--- config.mk ---
export PLATFORM = sky130hd
export DESIGN_NAME = rom_phase_sequencer_flat
export DESIGN_NICKNAME = d
export VERILOG_FILES = /design/src/rtl/rom_phase_sequencer_if.sv /design/src/rtl/rom_phase_sequencer.sv /design/src/flat_wrapper.sv
export SDC_FILE = /design/constraint.sdc
export NUM_CORES = 1
export LEC_CHECK = 0
export CORE_AREA = 2 2 108 188
export DETAILED_ROUTE_END_ITERATION = 8
export DIE_AREA = 0 0 110 190
export PLACE_DENSITY = 0.84
export REMOVE_ABC_BUFFERS = 1
export SETUP_SLACK_MARGIN = 0.02
export SKIP_LAST_GASP = 1
export SYNTH_ARGS = -nofsm -noshare
export SYNTH_HDL_FRONTEND = slang
export SYNTH_SLANG_ARGS = --single-unit
--- constraint.sdc ---
create_clock -name clk -period 17.15 [get_ports clk]
set_input_delay 1.715 -clock clk [delete_from_list [all_inputs] [get_ports clk]]
set_output_delay 1.715 -clock clk [all_outputs]
set_load 0.05 [all_outputs]
--- src/rtl/rom_phase_sequencer_if.sv ---
// ROM-side bus of the phase sequencer: address/enable out, three phase words back.
interface rom_phase_sequencer_if #(
  parameter int ADDR_BITS  = 16,
  parameter int DATA_WIDTH = 16
);
  logic                  rom_en;
  logic [ADDR_BITS-1:0]  rom_addr;
  logic [DATA_WIDTH-1:0] rom_d1;
  logic [DATA_WIDTH-1:0] rom_d2;
  logic [DATA_WIDTH-1:0] rom_d3;

  modport master (
    output rom_en,
    output rom_addr,
    input  rom_d1,
    input  rom_d2,
    input  rom_d3
  );

  modport slave (
    input  rom_en,
    input  rom_addr,
    output rom_d1,
    output rom_d2,
    output rom_d3
  );
endinterface

--- src/rtl/rom_phase_sequencer.sv ---
// Phase-accumulator ROM sequencer with prescaled ticks, shadowed FCW and clean park-at-zero stop.
// Optional macro SEQ_ROUND_EN: round-to-nearest ROM addressing instead of truncation.
module rom_phase_sequencer #(
  parameter int ADDR_BITS  = 16,
  parameter int DATA_WIDTH = 16,
  parameter int ACC_BITS   = 32,
  parameter int DIV_BITS   = 16
) (
  input  logic                  clk,
  input  logic                  rst,
  input  logic                  start,
  input  logic                  stop,
  input  logic [DIV_BITS-1:0]   div,
  input  logic [ACC_BITS-1:0]   fcw_in,
  input  logic                  fcw_load,
  output logic                  fcw_ack,
  rom_phase_sequencer_if.master rom,
  output logic [DATA_WIDTH-1:0] ph_a,
  output logic [DATA_WIDTH-1:0] ph_b,
  output logic [DATA_WIDTH-1:0] ph_c,
  output logic                  sample_valid,
  output logic                  busy
);

  typedef enum logic [1:0] {IDLE, RUN, DRAIN} state_t;

  state_t                state_reg, state_next;
  logic [ACC_BITS-1:0]   acc_reg, acc_next;
  logic [ACC_BITS-1:0]   fcw_act_reg, fcw_act_next;
  logic [ACC_BITS-1:0]   shadow_reg, shadow_next;
  logic [DIV_BITS-1:0]   div_cnt_reg, div_cnt_next;
  logic [DIV_BITS-1:0]   div_lat_reg, div_lat_next;
  logic                  cap_pend_reg, cap_pend_next;
  logic                  pend_reg, pend_next;
  logic                  fcw_ack_reg, fcw_ack_next;
  logic                  sample_valid_reg, sample_valid_next;
  logic [DATA_WIDTH-1:0] ph_a_reg, ph_a_next;
  logic [DATA_WIDTH-1:0] ph_b_reg, ph_b_next;
  logic [DATA_WIDTH-1:0] ph_c_reg, ph_c_next;

  logic                  tick;
  logic                  copy;
  logic [ACC_BITS-1:0]   fcw_eff;
  logic [ACC_BITS:0]     sum;

  // A pending word takes effect on the tick that consumes it, so the add sees the new value.
  always_comb begin
    tick    = (state_reg != IDLE) && (div_cnt_reg == div_lat_reg);
    copy    = pend_reg && (tick || (state_reg == IDLE));
    fcw_eff = copy ? shadow_reg : fcw_act_reg;
    sum     = {1'b0, acc_reg} + {1'b0, fcw_eff};
  end

  always_comb begin
    state_next        = state_reg;
    acc_next          = acc_reg;
    fcw_act_next      = fcw_act_reg;
    shadow_next       = shadow_reg;
    div_cnt_next      = div_cnt_reg;
    div_lat_next      = div_lat_reg;
    cap_pend_next     = cap_pend_reg;
    pend_next         = pend_reg;
    fcw_ack_next      = copy;
    sample_valid_next = 1'b0;
    ph_a_next         = ph_a_reg;
    ph_b_next         = ph_b_reg;
    ph_c_next         = ph_c_reg;

    if (copy) begin
      fcw_act_next = shadow_reg;
      pend_next    = 1'b0;
    end
    if (fcw_load) begin
      shadow_next = fcw_in;
      pend_next   = 1'b1;
    end

    if (cap_pend_reg) begin
      ph_a_next         = rom.rom_d1;
      ph_b_next         = rom.rom_d2;
      ph_c_next         = rom.rom_d3;
      sample_valid_next = 1'b1;
      cap_pend_next     = 1'b0;
    end

    case (state_reg)
      IDLE: begin
        if (start) begin
          state_next    = RUN;
          acc_next      = '0;
          div_cnt_next  = '0;
          div_lat_next  = div;
          cap_pend_next = 1'b1;
        end
      end
      RUN, DRAIN: begin
        if (tick) begin
          div_cnt_next  = '0;
          acc_next      = sum[ACC_BITS-1:0];
          cap_pend_next = 1'b1;
        end else begin
          div_cnt_next = div_cnt_reg + DIV_BITS'(1);
        end
        if ((state_reg == RUN) && stop) begin
          state_next = DRAIN;
        end
        // Park on wrap-around (carry out) or when the active word is zero and would never wrap.
        if ((state_reg == DRAIN) && tick && (sum[ACC_BITS] || (fcw_eff == '0))) begin
          acc_next   = '0;
          state_next = IDLE;
        end
      end
      default: state_next = IDLE;
    endcase
  end

  always_ff @(posedge clk or posedge rst) begin
    if (rst) begin
      state_reg        <= IDLE;
      acc_reg          <= '0;
      fcw_act_reg      <= '0;
      shadow_reg       <= '0;
      div_cnt_reg      <= '0;
      div_lat_reg      <= '0;
      cap_pend_reg     <= 1'b0;
      pend_reg         <= 1'b0;
      fcw_ack_reg      <= 1'b0;
      sample_valid_reg <= 1'b0;
      ph_a_reg         <= '0;
      ph_b_reg         <= '0;
      ph_c_reg         <= '0;
    end else begin
      state_reg        <= state_next;
      acc_reg          <= acc_next;
      fcw_act_reg      <= fcw_act_next;
      shadow_reg       <= shadow_next;
      div_cnt_reg      <= div_cnt_next;
      div_lat_reg      <= div_lat_next;
      cap_pend_reg     <= cap_pend_next;
      pend_reg         <= pend_next;
      fcw_ack_reg      <= fcw_ack_next;
      sample_valid_reg <= sample_valid_next;
      ph_a_reg         <= ph_a_next;
      ph_b_reg         <= ph_b_next;
      ph_c_reg         <= ph_c_next;
    end
  end

  assign busy         = (state_reg != IDLE);
  assign fcw_ack      = fcw_ack_reg;
  assign sample_valid = sample_valid_reg;
  assign ph_a         = ph_a_reg;
  assign ph_b         = ph_b_reg;
  assign ph_c         = ph_c_reg;
  assign rom.rom_en   = busy | cap_pend_reg;

`ifdef SEQ_ROUND_EN
  assign rom.rom_addr = acc_reg[ACC_BITS-1 -: ADDR_BITS]
                      + ADDR_BITS'(acc_reg[ACC_BITS-ADDR_BITS-1]);
`else
  assign rom.rom_addr = acc_reg[ACC_BITS-1 -: ADDR_BITS];
`endif

endmodule

--- src/flat_wrapper.sv ---
// flat-port wrapper written by rule: the top's interface ports become plain ports
module rom_phase_sequencer_flat 
#(
  parameter int ADDR_BITS  = 16,
  parameter int DATA_WIDTH = 16,
  parameter int ACC_BITS   = 32,
  parameter int DIV_BITS   = 16
)
  (clk, rst, start, stop, div, fcw_in, fcw_load, fcw_ack, ph_a, ph_b, ph_c, sample_valid, busy, rom_rom_en, rom_rom_addr, rom_rom_d1, rom_rom_d2, rom_rom_d3);
  rom_phase_sequencer_if #(.ADDR_BITS(ADDR_BITS), .DATA_WIDTH(DATA_WIDTH)) rom_i ();
  input  logic clk;
  input  logic rst;
  input  logic start;
  input  logic stop;
  input  logic [DIV_BITS-1:0] div;
  input  logic [ACC_BITS-1:0] fcw_in;
  input  logic fcw_load;
  output logic fcw_ack;
  output logic [DATA_WIDTH-1:0] ph_a;
  output logic [DATA_WIDTH-1:0] ph_b;
  output logic [DATA_WIDTH-1:0] ph_c;
  output logic sample_valid;
  output logic busy;
  output wire logic [$bits(rom_i.rom_en)-1:0] rom_rom_en;
  output wire logic [$bits(rom_i.rom_addr)-1:0] rom_rom_addr;
  input wire logic [$bits(rom_i.rom_d1)-1:0] rom_rom_d1;
  input wire logic [$bits(rom_i.rom_d2)-1:0] rom_rom_d2;
  input wire logic [$bits(rom_i.rom_d3)-1:0] rom_rom_d3;
  assign rom_rom_en = rom_i.rom_en;
  assign rom_rom_addr = rom_i.rom_addr;
  assign rom_i.rom_d1 = rom_rom_d1;
  assign rom_i.rom_d2 = rom_rom_d2;
  assign rom_i.rom_d3 = rom_rom_d3;
  rom_phase_sequencer #(.ADDR_BITS(ADDR_BITS), .DATA_WIDTH(DATA_WIDTH), .ACC_BITS(ACC_BITS), .DIV_BITS(DIV_BITS)) u_core (.clk(clk), .rst(rst), .start(start), .stop(stop), .div(div), .fcw_in(fcw_in), .fcw_load(fcw_load), .fcw_ack(fcw_ack), .rom(rom_i), .ph_a(ph_a), .ph_b(ph_b), .ph_c(ph_c), .sample_valid(sample_valid), .busy(busy));
endmodule
Yosys cells after proc, flatten, opt, wreduce, memory -nomap -nowiden. Cells that the tools add are included.

Bits in registers: 182. Input bits: 101. Output and inout port bits: 68. Word-level logic and storage cells: 57.

$add $sub $neg: 2. Equal/unequal tests: 6. Multiplexer cells: 18. Bitwise operators: 1. Reductions and logical operators: 17.

Operators with widths (number): 2-to-1 mux 32 bit (4); one-hot mux 32 bit (2 select lines) (1); adder 32 x 32 -> 33 bit (1); logical NOT 32 bit (1); 2-to-1 mux 16 bit (2); one-hot mux 16 bit (2 select lines) (1); adder 16 x 1 -> 16 bit (second input constant) (1); == test 16 bit (1); 2-to-1 mux 2 bit (3); inequality test 3 x 1 -> 1 bit (second input constant) (2); AND reduction 2 bit (3); nonzero test 2 bit (3); logical AND 1 bit (5); 2-to-1 mux 1 bit (5); one-hot mux 2 bit (2 select lines) (1); AND reduction 3 bit (1); == test 2 x 1 -> 1 bit (second input constant) (1); == test 2 bit (second input constant) (1); logical NOT 2 bit (1); logical OR 1 bit (2); inequality test 2 bit (second input constant) (1); one-hot mux 1 bit (2 select lines) (1); OR reduction 2 bit (1); OR 1 bit (1).

Logic depth before layout (Yosys ltp).
Depth in word-level cells: 10. Depth in mapped cells: 21.

Worst setup path before layout. OpenSTA, ideal clock, no wires.

Kind: register -> register. Start: register u_core.div_cnt_reg[7]. End: register u_core.acc_reg[13]. Arrival time: 4.241 ns. Data required time: 17.006 ns. Setup slack: 12.765 ns. Cell stages (with the launch flop): 22. Path buffers: 3. Path through: dfrtp_1 -> clkbuf_1 -> xnor2_1 -> nand4_1 -> nor4_2 -> o21ai_1 -> inv_1 -> clkbuf_1 -> nand2_1 -> nand2_1 -> ha_1 -> inv_1 -> fa_1 -> nand2b_1 -> a21o_1 -> a211oi_2 -> o21ai_2 -> a211oi_2 -> o41ai_4 -> a21oi_4 -> buf_6 -> o31ai_2.

Cells in the longest elaborated chain, start to end: 10. Elaborated cells between the ends (all ways): 15. Those cells by class: 1 x add/sub; 2 x eq/ne; 4 x mux; 8 x reduce/logical.

RTL lines: start: declaration (line rom_phase_sequencer.sv:31) `logic [DIV_BITS-1:0] div_cnt_reg, div_cnt_next;`; start signal: assignment (line rom_phase_sequencer.sv:137) `div_cnt_reg <= div_cnt_next;`; == test 16 bit * (line rom_phase_sequencer.sv:48) `tick = (state_reg != IDLE) && (div_cnt_reg == div_lat_reg);`; logical AND 1 bit * (line rom_phase_sequencer.sv:48); logical OR 1 bit (line rom_phase_sequencer.sv:49) `copy = pend_reg && (tick || (state_reg == IDLE));`; logical AND 1 bit (line rom_phase_sequencer.sv:49); 2-to-1 mux 32 bit (line rom_phase_sequencer.sv:50) `fcw_eff = copy ? shadow_reg : fcw_act_reg;`; adder 32 x 32 -> 33 bit or logical NOT 32 bit (tied branches) (line rom_phase_sequencer.sv:51, rom_phase_sequencer.sv:108); logical OR 1 bit (line rom_phase_sequencer.sv:108) `if ((state_reg == DRAIN) && tick && (sum[ACC_BITS] || (fcw_eff == '0))) begin`; logical AND 1 bit (line rom_phase_sequencer.sv:108); inequality test 3 x 1 -> 1 bit (no line) or 2-to-1 mux 32 bit (tied branches); AND reduction 3 bit (no line) or one-hot mux 32 bit (2 select lines) (tied branches); end signal: assignment (line rom_phase_sequencer.sv:134) `acc_reg <= acc_next;`; end: declaration (line rom_phase_sequencer.sv:28) `logic [ACC_BITS-1:0] acc_reg, acc_next;`.

Every way passes the cells marked *; elsewhere a longest branch is shown, timed or not. The select of a mux whose other input is x is not followed. A chain may end at the register's enable or synchronous reset.

Final worst setup path.
Start: register u_core.div_cnt_reg[2]. End: register u_core.acc_reg[0].

The elaborated chain is that of the path after synthesis.

==> reports/summary.txt <==
Area contributors post-synth - dfrtp_1 (49%), mux2_2 (12%), nand2_1 (7.0%), ha_1 (5.1%), xnor2_1 (3.0%)
worst-path maximum fanout - 33
DRT Pass-1 Iters - 7
Clock Power Share - 15.7%
number of global-route vias before repair - 7,374
Worst Tran Pin Value - 1.148 ns
area grow syn2layout - 25.48%
cts hold-fix bufs - 0
Yosys reg bits - 182
Starting Density - 47.93%
delay-heaviest family, CP - compound AO/OA/AOI/OAI gates
CP Cell Sequence - xnor2_1, nand4_1, nor4_2, o21ai_2, buf_4, inv_1, nand2_1, nand2_1, ha_1, inv_1, fa_1, nand2b_1, a21o_1, a211oi_2, o21ai_2, a211oi_2, o41ai_4, a21oi_4, o21ai_0
dpl hpwl - 16.74 mm
TritonCTS clock tree - yes
global-route wire length before repair - 36.71 mm
final hold vios - 0
Post-synth EDFFs - 0
I/O pin count - 169
DP Area - 11,100 um^2
GR Overflow Total - 0
top post-synthesis cells by count - dfrtp_1 (182), nand2_1 (175), mux2_2 (98)
clock sinks - 182
FILL cells - 1,544
switch share - 46.74%
Mapped Cells - 872
clk_skew - 0.01518 ns
max incr delay on CP - 0.92 ns
Main synth FF type - dfrtp_1
CTS root buffer - clkbuf_16
Die ar. - 20,900 um^2
Leak - 5.129 nW
Reg power frac - 27.5%
Die Y - 190 um
Core ar. - 19,480 um^2
Slew Limit Headroom - 23.27%
PortBufs - 168
Post-synth ARST share - 100.0%
DRT iter0 DRCs - 412
wire per inst - 18.14 um
RSZ-0062 raised after global routing - false
WP buf/inv - 3
Unique masters post-synth - 60
Comb pwr share - 56.8%
Min-Delay Path Class - register to register
fin cells - 1,272
Crit-path slowest cell - a21oi_4
min Tclk post-route - 6.134 ns
Syn. warnings - 0
Site Rows - 68
total number of vias - 7,214
TritonCTS Buffers - 17
Worst Path Arrival - 6.39 ns
count leader, synth - dfrtp_1
cell area after synthesis - 9339 um^2
fin nets - 1,154
Final ANT Viol Nets - 0
critical path endpoint category - register
status - finished clean
sequential area share after synthesis - 48.77%
initial antenna violation count - 0
Clock Pin Slew Worst Setup and Hold Paths - 0.07 ns
routed wire length - 23.07 mm
number of setup buffers added after CTS - 0
Synth area leader - dfrtp_1
Design Area, Final - 11,720 um^2
n_diodes - 0
global placement routability congestion - 0.9104
DRC errors left - 0
Yosys top cell area share - 48.77%
setup TNS - 0 ns
Max Cap Violations - 0
P_int - 1.399 mW
pin count of the biggest net entering global routing - 118
post-CTS sizing - 0
All-Layer GR Usage - 22.72%
period utilization - 35.77%
Vias/cell - 5.671
PD cells - 224.2 nW/um^2
pins over their slew limit - 0
clock buffer depth - 2
FMAX - 163.0 MHz
Worst Setup Path Type - register to register
hold slack - 0.4920 ns
Peak VDD IR - 0.1206 mV
Final Setup Violations - 0
syn_area_per_cell - 10.71 um^2
overall power - 2.627 mW
share of cells above drive strength 1 - 16.16%
Critical Path RT - 17.41 ns
clk_lat worst skew - 0.43 ns
H-tree levels - 4
Post-Place Cells - 1,240
Psw - 1.228 mW
critical path startpoint category - register
DIE WIDTH - 110 um
## routing by layer
layer	vias up	GRT usage [%]	routed length [um]	part of all wire, %
li1	3355	-	-	-
met1	3541	24.17	8404	36
met2	257	41.84	12460	54
met3	61	4.317	1247	5.4
met4	0	10.61	955	4.1
met5	-	0	0	0
## through the flow
step                      util (%)  setup slack [ns]
after CTS                    60.15             11.09
after global routing         60.15             10.62
after detailed placement     56.97             11.25
after global placement       56.97             11.48
final                        60.15             11.02
after floorplan                  -             10.49
## cells in the final DEF, fill, tap and decap left out, types with 11 or more instances in the layout
master	n
a21oi_1	31
nor2_1	29
nand2_1	174
clkbuf_16	17
inv_1	21
nor4_1	17
nor3_1	13
ha_1	38
a21o_1	11
mux2_2	98
o21ai_0	28
o31ai_2	17
clkdlybuf4s50_1	168
xnor2_1	32
dfrtp_1	181
xor2_1	13
nand4_1	14
## area by class of cell
cell class                      count  area [um^2]  area share, %
Tap cell                          245        306.5          2.616
Multi-Input combinational cell    619         4439          37.88
Inverter                           22        87.58         0.7474
Sequential cell                   182         4556          38.87
Clock buffer                       22        484.2          4.132
Timing Repair Buffer              172         1712          14.61
Clock inverter                     10        133.9          1.142
## power by group through the flow
stage          sequential [mW]  combinational [mW]  clock, mW
3_5_place_dp             0.728                1.47          0
2_1_floorplan            0.955               0.818          0
3_3_place_gp             0.719                1.43          0
5_1_grt                  0.742                1.61      0.434
4_1_cts                  0.721                1.48      0.417
6_report                 0.723                1.49      0.413
## final timing paths
| kind | slack, ns | from | cells after the start | endpoint |
|---|---|---|---|---|
| worst max-delay path | 11.02 | u_core.div_cnt_reg[2] | 19 | u_core.acc_reg[0] |
| worst min register to register | 0.49 | u_core.acc_reg[11] | 2 | u_core.acc_reg[11] |
| min in group asynchronous | 1.92 | rst | 2 | u_core.ph_c[5] |
| max in group asynchronous | 13.80 | rst | 3 | u_core.cap_pend_reg |
| worst max register to register | 11.02 | u_core.div_cnt_reg[2] | 19 | u_core.acc_reg[0] |
| worst min-delay path | 0.49 | u_core.acc_reg[11] | 2 | u_core.acc_reg[11] |
## tightest hold or removal path, cell delays in order (launching register included)
cell and delay [ns]:
dfrtp_1 0.35, nand2_1 0.06, o31ai_2 0.05
## kinds of logic after synthesis
| group | Yosys count | synth area share, % |
|---|---|---|
| multiplexers | 100 | 12.03 |
| adder cells (fa/ha/maj) | 39 | 5.306 |
| flip-flops | 182 | 48.77 |
| XOR/XNOR | 45 | 4.220 |
| buffers and inverters | 71 | 3.765 |
| AND/OR/NAND/NOR | 289 | 13.81 |
| AO/OA/AOI/OAI | 146 | 12.10 |
Power figures use the tool's default switching activity.
